$ cat src/rtl/axi_lite_gpio_slave.sv
// AXI4-Lite GPIO register block: one GPIO channel (data + per-bit tristate) behind a small register map.
// Optional interrupt logic (GIER/IPISR/IPIER, ip2intc_irpt) is built only when GPIO_INTR_EN is defined.
module axi_lite_gpio_slave #(
    parameter int          C_S_AXI_ADDR_WIDTH = 9,
    parameter int          C_S_AXI_DATA_WIDTH = 32,
    parameter int          C_GPIO_WIDTH       = 32,
    parameter logic [31:0] C_DOUT_DEFAULT     = 32'h0000_0000,
    parameter logic [31:0] C_TRI_DEFAULT      = 32'hFFFF_FFFF
) (
    input  logic                              clk,
    input  logic                              rst,
    input  logic [C_S_AXI_ADDR_WIDTH-1:0]     s_axi_awaddr,
    input  logic                              s_axi_awvalid,
    output logic                              s_axi_awready,
    input  logic [C_S_AXI_DATA_WIDTH-1:0]     s_axi_wdata,
    input  logic [C_S_AXI_DATA_WIDTH/8-1:0]   s_axi_wstrb,
    input  logic                              s_axi_wvalid,
    output logic                              s_axi_wready,
    output logic [1:0]                        s_axi_bresp,
    output logic                              s_axi_bvalid,
    input  logic                              s_axi_bready,
    input  logic [C_S_AXI_ADDR_WIDTH-1:0]     s_axi_araddr,
    input  logic                              s_axi_arvalid,
    output logic                              s_axi_arready,
    output logic [C_S_AXI_DATA_WIDTH-1:0]     s_axi_rdata,
    output logic [1:0]                        s_axi_rresp,
    output logic                              s_axi_rvalid,
    input  logic                              s_axi_rready,
    input  logic [C_GPIO_WIDTH-1:0]           gpio_in,
    output logic [C_GPIO_WIDTH-1:0]           gpio_out,
    output logic [C_GPIO_WIDTH-1:0]           gpio_tri
`ifdef GPIO_INTR_EN
    ,
    output logic                              ip2intc_irpt
`endif
);

    localparam int DW = C_S_AXI_DATA_WIDTH;
    localparam int SW = C_S_AXI_DATA_WIDTH / 8;
    localparam int GW = C_GPIO_WIDTH;

    localparam logic [6:0] WORD_DATA  = 7'h00;
    localparam logic [6:0] WORD_TRI   = 7'h01;
    localparam logic [6:0] WORD_GIER  = 7'h47;
    localparam logic [6:0] WORD_IPISR = 7'h48;
    localparam logic [6:0] WORD_IPIER = 7'h4A;

    localparam logic [1:0] RESP_OKAY   = 2'b00;
    localparam logic [1:0] RESP_SLVERR = 2'b10;

    // Handshakes: a beat transfers on any rising edge where valid && ready are both high.
    // The ready/valid outputs here are all registered; a ready drops on its own handshake and
    // rises again only when the matching response (B or R) has been accepted.
    logic          awready_q, awready_d;
    logic          wready_q, wready_d;
    logic          bvalid_q, bvalid_d;
    logic [1:0]    bresp_q, bresp_d;
    logic          arready_q, arready_d;
    logic          rvalid_q, rvalid_d;
    logic [1:0]    rresp_q, rresp_d;
    logic [DW-1:0] rdata_q, rdata_d;
    logic [6:0]    aw_word_q, aw_word_d;
    logic [6:0]    ar_word_q, ar_word_d;
    logic [DW-1:0] wdata_q, wdata_d;
    logic [SW-1:0] wstrb_q, wstrb_d;
    logic [GW-1:0] data_q, data_d;
    logic [GW-1:0] tri_q, tri_d;
    logic [GW-1:0] sync1_q, sync1_d;
    logic [GW-1:0] sync2_q, sync2_d;
`ifdef GPIO_INTR_EN
    logic [GW-1:0] prev_q, prev_d;
    logic          gier_q, gier_d;
    logic          ipier_q, ipier_d;
    logic          ipisr_q, ipisr_d;
    logic          irpt_q, irpt_d;
    logic          in_change;
    logic          isr_clear;
`endif

    logic          aw_hs, w_hs, ar_hs;
    logic          wr_commit, rd_capture, b_done, r_done;
    logic [DW-1:0] data_ext, tri_ext, pins_ext, merged_data, merged_tri, rd_val;
    logic [GW-1:0] pin_val;
    logic          unused_addr_bits;

    // Address bits [1:0] select a byte within the word and carry no meaning here.
    assign unused_addr_bits = ^{s_axi_awaddr[1:0], s_axi_araddr[1:0]};

    function automatic logic [DW-1:0] merge_bytes(input logic [DW-1:0] old_v,
                                                  input logic [DW-1:0] new_v,
                                                  input logic [SW-1:0] strb);
        logic [DW-1:0] res;
        res = old_v;
        for (int b = 0; b < SW; b++) begin
            if (strb[b]) begin
                res[8*b +: 8] = new_v[8*b +: 8];
            end
        end
        return res;
    endfunction

    function automatic logic word_mapped(input logic [6:0] w);
        logic hit;
        hit = (w == WORD_DATA) || (w == WORD_TRI);
`ifdef GPIO_INTR_EN
        hit = hit || (w == WORD_GIER) || (w == WORD_IPISR) || (w == WORD_IPIER);
`endif
        return hit;
    endfunction

    always_comb begin
        data_ext            = '0;
        data_ext[GW-1:0]    = data_q;
        tri_ext             = '0;
        tri_ext[GW-1:0]     = tri_q;
        // Input pins report the synchronized level; output pins report what we drive.
        pin_val             = (tri_q & sync2_q) | (~tri_q & data_q);
        pins_ext            = '0;
        pins_ext[GW-1:0]    = pin_val;
        merged_data         = merge_bytes(data_ext, wdata_q, wstrb_q);
        merged_tri          = merge_bytes(tri_ext, wdata_q, wstrb_q);
    end

    always_comb begin
        rd_val = '0;
        case (ar_word_q)
            WORD_DATA:  rd_val = pins_ext;
            WORD_TRI:   rd_val = tri_ext;
`ifdef GPIO_INTR_EN
            WORD_GIER:  rd_val[31] = gier_q;
            WORD_IPISR: rd_val[0]  = ipisr_q;
            WORD_IPIER: rd_val[0]  = ipier_q;
`endif
            default:    rd_val = '0;
        endcase
    end

    always_comb begin
        awready_d = awready_q;
        wready_d  = wready_q;
        bvalid_d  = bvalid_q;
        bresp_d   = bresp_q;
        arready_d = arready_q;
        rvalid_d  = rvalid_q;
        rresp_d   = rresp_q;
        rdata_d   = rdata_q;
        aw_word_d = aw_word_q;
        ar_word_d = ar_word_q;
        wdata_d   = wdata_q;
        wstrb_d   = wstrb_q;
        data_d    = data_q;
        tri_d     = tri_q;
        sync1_d   = gpio_in;
        sync2_d   = sync1_q;

        aw_hs      = s_axi_awvalid && awready_q;
        w_hs       = s_axi_wvalid && wready_q;
        ar_hs      = s_axi_arvalid && arready_q;
        wr_commit  = !awready_q && !wready_q && !bvalid_q;
        rd_capture = !arready_q && !rvalid_q;
        b_done     = bvalid_q && s_axi_bready;
        r_done     = rvalid_q && s_axi_rready;

        if (aw_hs) begin
            awready_d = 1'b0;
            aw_word_d = s_axi_awaddr[8:2];
        end
        if (w_hs) begin
            wready_d = 1'b0;
            wdata_d  = s_axi_wdata;
            wstrb_d  = s_axi_wstrb;
        end

        // Both payloads are held and no response is pending: perform the write now.
        if (wr_commit) begin
            bvalid_d = 1'b1;
            bresp_d  = word_mapped(aw_word_q) ? RESP_OKAY : RESP_SLVERR;
            case (aw_word_q)
                WORD_DATA: data_d = merged_data[GW-1:0];
                WORD_TRI:  tri_d  = merged_tri[GW-1:0];
                default:   ;
            endcase
        end
        if (b_done) begin
            bvalid_d  = 1'b0;
            awready_d = 1'b1;
            wready_d  = 1'b1;
        end

        if (ar_hs) begin
            arready_d = 1'b0;
            ar_word_d = s_axi_araddr[8:2];
        end
        // Captured from register state before this edge, so a coincident write is not seen.
        if (rd_capture) begin
            rvalid_d = 1'b1;
            rdata_d  = rd_val;
            rresp_d  = word_mapped(ar_word_q) ? RESP_OKAY : RESP_SLVERR;
        end
        if (r_done) begin
            rvalid_d  = 1'b0;
            arready_d = 1'b1;
        end
    end

`ifdef GPIO_INTR_EN
    always_comb begin
        gier_d    = gier_q;
        ipier_d   = ipier_q;
        prev_d    = sync2_q;
        in_change = |((sync2_q ^ prev_q) & tri_q);
        isr_clear = wr_commit && (aw_word_q == WORD_IPISR) && wstrb_q[0] && wdata_q[0];
        if (wr_commit && (aw_word_q == WORD_GIER) && wstrb_q[3]) begin
            gier_d = wdata_q[31];
        end
        if (wr_commit && (aw_word_q == WORD_IPIER) && wstrb_q[0]) begin
            ipier_d = wdata_q[0];
        end
        // A new input event in the clear cycle keeps the status bit set.
        ipisr_d = (ipisr_q && !isr_clear) || in_change;
        irpt_d  = gier_q && ipier_q && ipisr_q;
    end
`endif

    always_ff @(posedge clk or posedge rst) begin
        if (rst) begin
            awready_q <= 1'b1;
            wready_q  <= 1'b1;
            bvalid_q  <= 1'b0;
            bresp_q   <= RESP_OKAY;
            arready_q <= 1'b1;
            rvalid_q  <= 1'b0;
            rresp_q   <= RESP_OKAY;
            rdata_q   <= '0;
            aw_word_q <= '0;
            ar_word_q <= '0;
            wdata_q   <= '0;
            wstrb_q   <= '0;
            data_q    <= C_DOUT_DEFAULT[GW-1:0];
            tri_q     <= C_TRI_DEFAULT[GW-1:0];
            sync1_q   <= '0;
            sync2_q   <= '0;
`ifdef GPIO_INTR_EN
            prev_q    <= '0;
            gier_q    <= 1'b0;
            ipier_q   <= 1'b0;
            ipisr_q   <= 1'b0;
            irpt_q    <= 1'b0;
`endif
        end else begin
            awready_q <= awready_d;
            wready_q  <= wready_d;
            bvalid_q  <= bvalid_d;
            bresp_q   <= bresp_d;
            arready_q <= arready_d;
            rvalid_q  <= rvalid_d;
            rresp_q   <= rresp_d;
            rdata_q   <= rdata_d;
            aw_word_q <= aw_word_d;
            ar_word_q <= ar_word_d;
            wdata_q   <= wdata_d;
            wstrb_q   <= wstrb_d;
            data_q    <= data_d;
            tri_q     <= tri_d;
            sync1_q   <= sync1_d;
            sync2_q   <= sync2_d;
`ifdef GPIO_INTR_EN
            prev_q    <= prev_d;
            gier_q    <= gier_d;
            ipier_q   <= ipier_d;
            ipisr_q   <= ipisr_d;
            irpt_q    <= irpt_d;
`endif
        end
    end

    assign s_axi_awready = awready_q;
    assign s_axi_wready  = wready_q;
    assign s_axi_bvalid  = bvalid_q;
    assign s_axi_bresp   = bresp_q;
    assign s_axi_arready = arready_q;
    assign s_axi_rvalid  = rvalid_q;
    assign s_axi_rresp   = rresp_q;
    assign s_axi_rdata   = rdata_q;
    assign gpio_out      = data_q;
    assign gpio_tri      = tri_q;
`ifdef GPIO_INTR_EN
    assign ip2intc_irpt  = irpt_q;
`endif

endmodule

$ cat config.mk
export PLATFORM = sky130hd
export DESIGN_NAME = axi_lite_gpio_slave
export DESIGN_NICKNAME = d
export VERILOG_FILES = /design/src/rtl/axi_lite_gpio_slave.sv
export SDC_FILE = /design/constraint.sdc
export NUM_CORES = 1
export LEC_CHECK = 0
export ABC_AREA = 1
export ABC_CLOCK_PERIOD_IN_PS = 7930
export CORE_ASPECT_RATIO = 0.9
export CORE_MARGIN = 3
export CORE_UTILIZATION = 45
export CTS_CLUSTER_SIZE = 10
export DETAILED_ROUTE_END_ITERATION = 7
export MAX_ROUTING_LAYER = met4
export PLACE_DENSITY = 0.76
export REMOVE_ABC_BUFFERS = 1
export SLEW_MARGIN = 20
export SYNTH_ARGS = -nofsm -noshare
export SYNTH_HDL_FRONTEND = slang
export SYNTH_SLANG_ARGS = --single-unit
export TNS_END_PERCENT = 5
$ cat constraint.sdc
create_clock -name clk -period 7.93 [get_ports clk]
set_input_delay 1.586 -clock clk [delete_from_list [all_inputs] [get_ports clk]]
set_output_delay 1.586 -clock clk [all_outputs]
set_load 0.05 [all_outputs]
==> summary.md <==
## Final layout
• post-layout instance count excluding filler cells: 1345
• fraction of final layout cells with drive strength greater than 1: 11.45%
• layout filler cell count: 1553
• n_diodes: 0
• Util after Layout: 61.18%
• net total in the final layout: 1176
• post-synthesis to final-layout area growth: 32.01%

## Drt
• overall routed net length: 20.92 mm
• via count: 6604
• Vias per Instance: 4.910
• average routed wire per standard cell: 15.56 um
• number of design-rule violations left by the first detailed-router iteration: 337
• detailed-routing iteration count for the pre-antenna-repair pass: 4
• DR DRC count: 0
• remaining number of nets flagged by the antenna check after routing: 0

## Power
• Peak VDD IR: 0.0002307 V
• internal portion of total power: 0.002148 W
• Static Leak: 5.321 nW
• fraction of power consumed by combinational cells: 24.9%
• share of power burned in registers: 44.2%
• fraction of power consumed by the clock network: 30.8%
• switching portion of total power: 33.65%
• Psw: 0.001089 W
• cell area power density: 283.9 mW/mm^2

## CTS
• CTS sink cnt: 217
• number of buffers added by the clock tree synthesis step: 25
• number of levels the H-tree was split into: 1
• Max Buffers Root-to-Sink: 3
• clock latency of the later-clocked register in the worst-skew pair: 0.50 ns
• clock transition at the register clock pins on the worst setup and hold paths after CTS: 0.06 ns
• Clock Root Buffer: sky130_fd_sc_hd__clkbuf_16
• post-cts sizing count: 0
• TritonCTS clock tree: done
• number of setup buffers added after CTS: 0
• number of hold buffers added after CTS: 0

## Global routing
• largest net degree at the start of global routing: 146
• gr ovfl total: 0
• Global Route Usage Sum: 20.57%
• vias in the first global route: 6583
• initial antenna violation count: 0
• first-pass GRT wire length: 33.78 mm

## Setup path
• worst flop-to-flop path endpoint: s_axi_rdata[20]$_DFFE_PP0P_
• required arrival time at the worst endpoint: 6.34 ns
• FF-to-FF setup slack: 5.58 ns
• crit path max-delay cell type: sky130_fd_sc_hd__clkdlybuf4s50_1
• Arr. time, crit path: 1.91 ns
• chain of cells forming the critical path: clkdlybuf4s50_1
• biggest cell delay along the critical path: 0.86 ns
• category of the worst setup path capture point: primary output
• worst path buffer plus inverter count: 1
• R2R Path Start: s_axi_rvalid$_DFFE_PP0P_
• startpoint class of the critical path: flop
• cell depth of the worst flop-to-flop path: 6
• kind of critical path: reg -> out
• highest net fanout along the worst path: 5
• cell family contributing the most delay on the critical path: buffers and inverters

## Placement
• cell count after placement: 1301
• pre-CTS worst setup slack: 4.083 ns
• placed wire-length estimate after detailed placement: 13.10 mm
• gp weighted congestion: 0.8172
• number of input and output port buffers inserted: 191

## Die
• Initial Utilization: 46.35%
• Boundary Pins: 198
• Placement Rows: 47
• Die Span X: 152.1 um
• full die area: 0.02090 mm^2
• Std-Cell Core Area: 0.01864 mm^2
• y dimension of the die: 137.5 um

## Yosys
• share of the yosys chip area belonging to registers: 63.36%
• area of the mapped netlist: 0.008640 mm^2
• cell count after synthesis: 897
• flip-flop and latch count after synthesis: 217
• per-instance average area after synthesis: 9.632 um^2
• count of synthesis-stage warnings from yosys: 0
• unique cell type count in the Yosys netlist: 25

## Hold path
• launch point of the worst hold path: sync1_q[16]$_DFF_PP0_
• hold path cells: 0
• class of the most critical hold timing path: reg -> reg
• sink of the worst hold path: sync2_q[16]$_DFF_PP0_

## STA
• shortest clock period the worst path allows after layout: 3.500 ns
• maximum clock frequency: 285.7 MHz
• clk_skew: 0.008449 ns
• worst slew pin tran: 1.035 ns
• hold violation count in the final report: 0
• Final Slew Violations: 0
• final setup TNS: 0 ns
• worst-case headroom to the max-slew limit: 30.83%
• final count of negative-setup-slack endpoints: 0
• worst-case setup margin in the final layout: 4.430 ns
• final critical-path share of the clock period: 44.14%
• unrepaired setup endpoints after global routing: false

## Flow run
• number of max-cap violations: 0

## Status
• run status: complete, no violations

[area by class of cell]
class | instances | area (um^2) | area share [%]
Sequential cell | 217 | 5474 | 48.00
Multi-Input combinational cell | 560 | 2655 | 23.28
Inverter | 82 | 315.3 | 2.765
Timing Repair Buffer | 197 | 1957 | 17.16
Clock buffer | 44 | 696.9 | 6.111
Tap cell | 245 | 306.5 | 2.688
[power groups by stage]
| stage | Combinational, W | Sequential [W] | Clock [W] |
|---|---|---|---|
| final | 0.000807 | 0.00143 | 0.000998 |
| after global routing | 0.000883 | 0.00146 | 0.00106 |
| after CTS | 0.000819 | 0.00143 | 0.00102 |
| after detailed placement | 0.000817 | 0.00145 | 0 |
| after global placement | 0.000797 | 0.00144 | 0 |
| after floorplan | 0.000353 | 0.00160 | 0 |
[worst max path at each step]
stage	end	cells after the start	start	slack [ns]
3_3_place_gp	sync2_q[23]$_DFF_PP0_	3	rst	4.10
2_1_floorplan	ar_word_q[0]$_DFFE_PP0P_	1	rst	0.47
3_5_place_dp	sync2_q[23]$_DFF_PP0_	3	rst	4.08
6_report	gpio_tri[17]	1	gpio_tri[17]$_DFFE_PP1P_	4.43
4_1_cts	gpio_tri[31]	1	gpio_tri[31]$_DFFE_PP1P_	4.41
5_1_grt	gpio_tri[15]	1	gpio_tri[15]$_DFFE_PP1P_	4.37
[through the flow]
stage	power (W)	area [um^2]	hold slack (ns)
finish	0.003237	11400	0.3442
global route	0.003405	11400	0.3473
CTS	0.003272	11400	0.3465
detailed placement	0.002265	10710	0.3347
global placement	0.002237	10710	0.3321
floorplan	0.001958	8409	0.3312
[layout by cell type, fill, tap and decap left out]
master,Yosys,final
sky130_fd_sc_hd__nand2_1,277,276
sky130_fd_sc_hd__clkdlybuf4s50_1,0,191
sky130_fd_sc_hd__dfrtp_1,182,182
sky130_fd_sc_hd__nand3_1,101,101
sky130_fd_sc_hd__inv_1,77,75
sky130_fd_sc_hd__nor2_1,46,44
sky130_fd_sc_hd__a21oi_1,43,43
sky130_fd_sc_hd__o21ai_0,38,38
sky130_fd_sc_hd__dfstp_2,35,35
sky130_fd_sc_hd__o21ai_2,28,28
sky130_fd_sc_hd__clkbuf_16,0,25
sky130_fd_sc_hd__clkbuf_1,11,19
sky130_fd_sc_hd__mux2_2,7,7
sky130_fd_sc_hd__nor2_4,3,7
sky130_fd_sc_hd__buf_4,11,6
sky130_fd_sc_hd__inv_2,5,5
sky130_fd_sc_hd__nand2_2,2,3
sky130_fd_sc_hd__nor2_2,5,3
sky130_fd_sc_hd__nand2_4,3,3
sky130_fd_sc_hd__conb_1,1,2
sky130_fd_sc_hd__clkinv_1,0,1
sky130_fd_sc_hd__inv_8,0,1
sky130_fd_sc_hd__nand4_1,1,1
sky130_fd_sc_hd__nand3_4,1,1
sky130_fd_sc_hd__nand3_2,1,1
sky130_fd_sc_hd__nor2_8,1,1
sky130_fd_sc_hd__o21a_1,1,1
[state kept, by name, indices dropped and copies added (netlist names), 4 cells and up]
register	flops
gpio_out	32
gpio_tri	32
s_axi_rdata	32
sync1_q	32
sync2_q	32
wdata_q	32
ar_word_q	7
aw_word_q	7
wstrb_q	4
[logic make-up (layout without fill, tap and decap cells)]
family / after synthesis / in the layout / share of synthesized area, %
other: 1 / 2 / 0.04341
buffers and inverters: 121 / 323 / 6.271
AO/OA/AOI/OAI: 110 / 110 / 7.618
multiplexers: 7 / 7 / 0.9124
AND/OR/NAND/NOR: 441 / 441 / 21.80
flip-flops: 217 / 217 / 63.36
[layer usage]
| layer | track usage [%] | part of all wire (%) |
|---|---|---|
| met5 | - | 0 |
| met4 | 3.595 | 1.4 |
| met3 | 4.554 | 6.8 |
| met2 | 34.65 | 48 |
| met1 | 26.39 | 44 |
[synth_stat cells]
cell type / number / area share, %
sky130_fd_sc_hd__a21oi_1: 43 / 2.5
sky130_fd_sc_hd__buf_2: 13 / 0.75
sky130_fd_sc_hd__buf_4: 11 / 0.96
sky130_fd_sc_hd__buf_6: 4 / 0.52
sky130_fd_sc_hd__clkbuf_1: 11 / 0.48
sky130_fd_sc_hd__conb_1: 1 / 0.043
sky130_fd_sc_hd__dfrtp_1: 182 / 53
sky130_fd_sc_hd__dfstp_2: 35 / 11
sky130_fd_sc_hd__inv_1: 77 / 3.3
sky130_fd_sc_hd__inv_2: 5 / 0.22
sky130_fd_sc_hd__mux2_2: 7 / 0.91
sky130_fd_sc_hd__nand2_1: 277 / 12
sky130_fd_sc_hd__nand2_2: 2 / 0.14
sky130_fd_sc_hd__nand2_4: 3 / 0.39
sky130_fd_sc_hd__nand3_1: 101 / 5.9
sky130_fd_sc_hd__nand3_2: 1 / 0.12
sky130_fd_sc_hd__nand3_4: 1 / 0.20
sky130_fd_sc_hd__nand4_1: 1 / 0.072
sky130_fd_sc_hd__nor2_1: 46 / 2.0
sky130_fd_sc_hd__nor2_2: 5 / 0.36
sky130_fd_sc_hd__nor2_4: 3 / 0.39
sky130_fd_sc_hd__nor2_8: 1 / 0.23
sky130_fd_sc_hd__o21a_1: 1 / 0.087
sky130_fd_sc_hd__o21ai_0: 38 / 2.2
sky130_fd_sc_hd__o21ai_2: 28 / 2.8
Power figures use the tool's default switching activity.
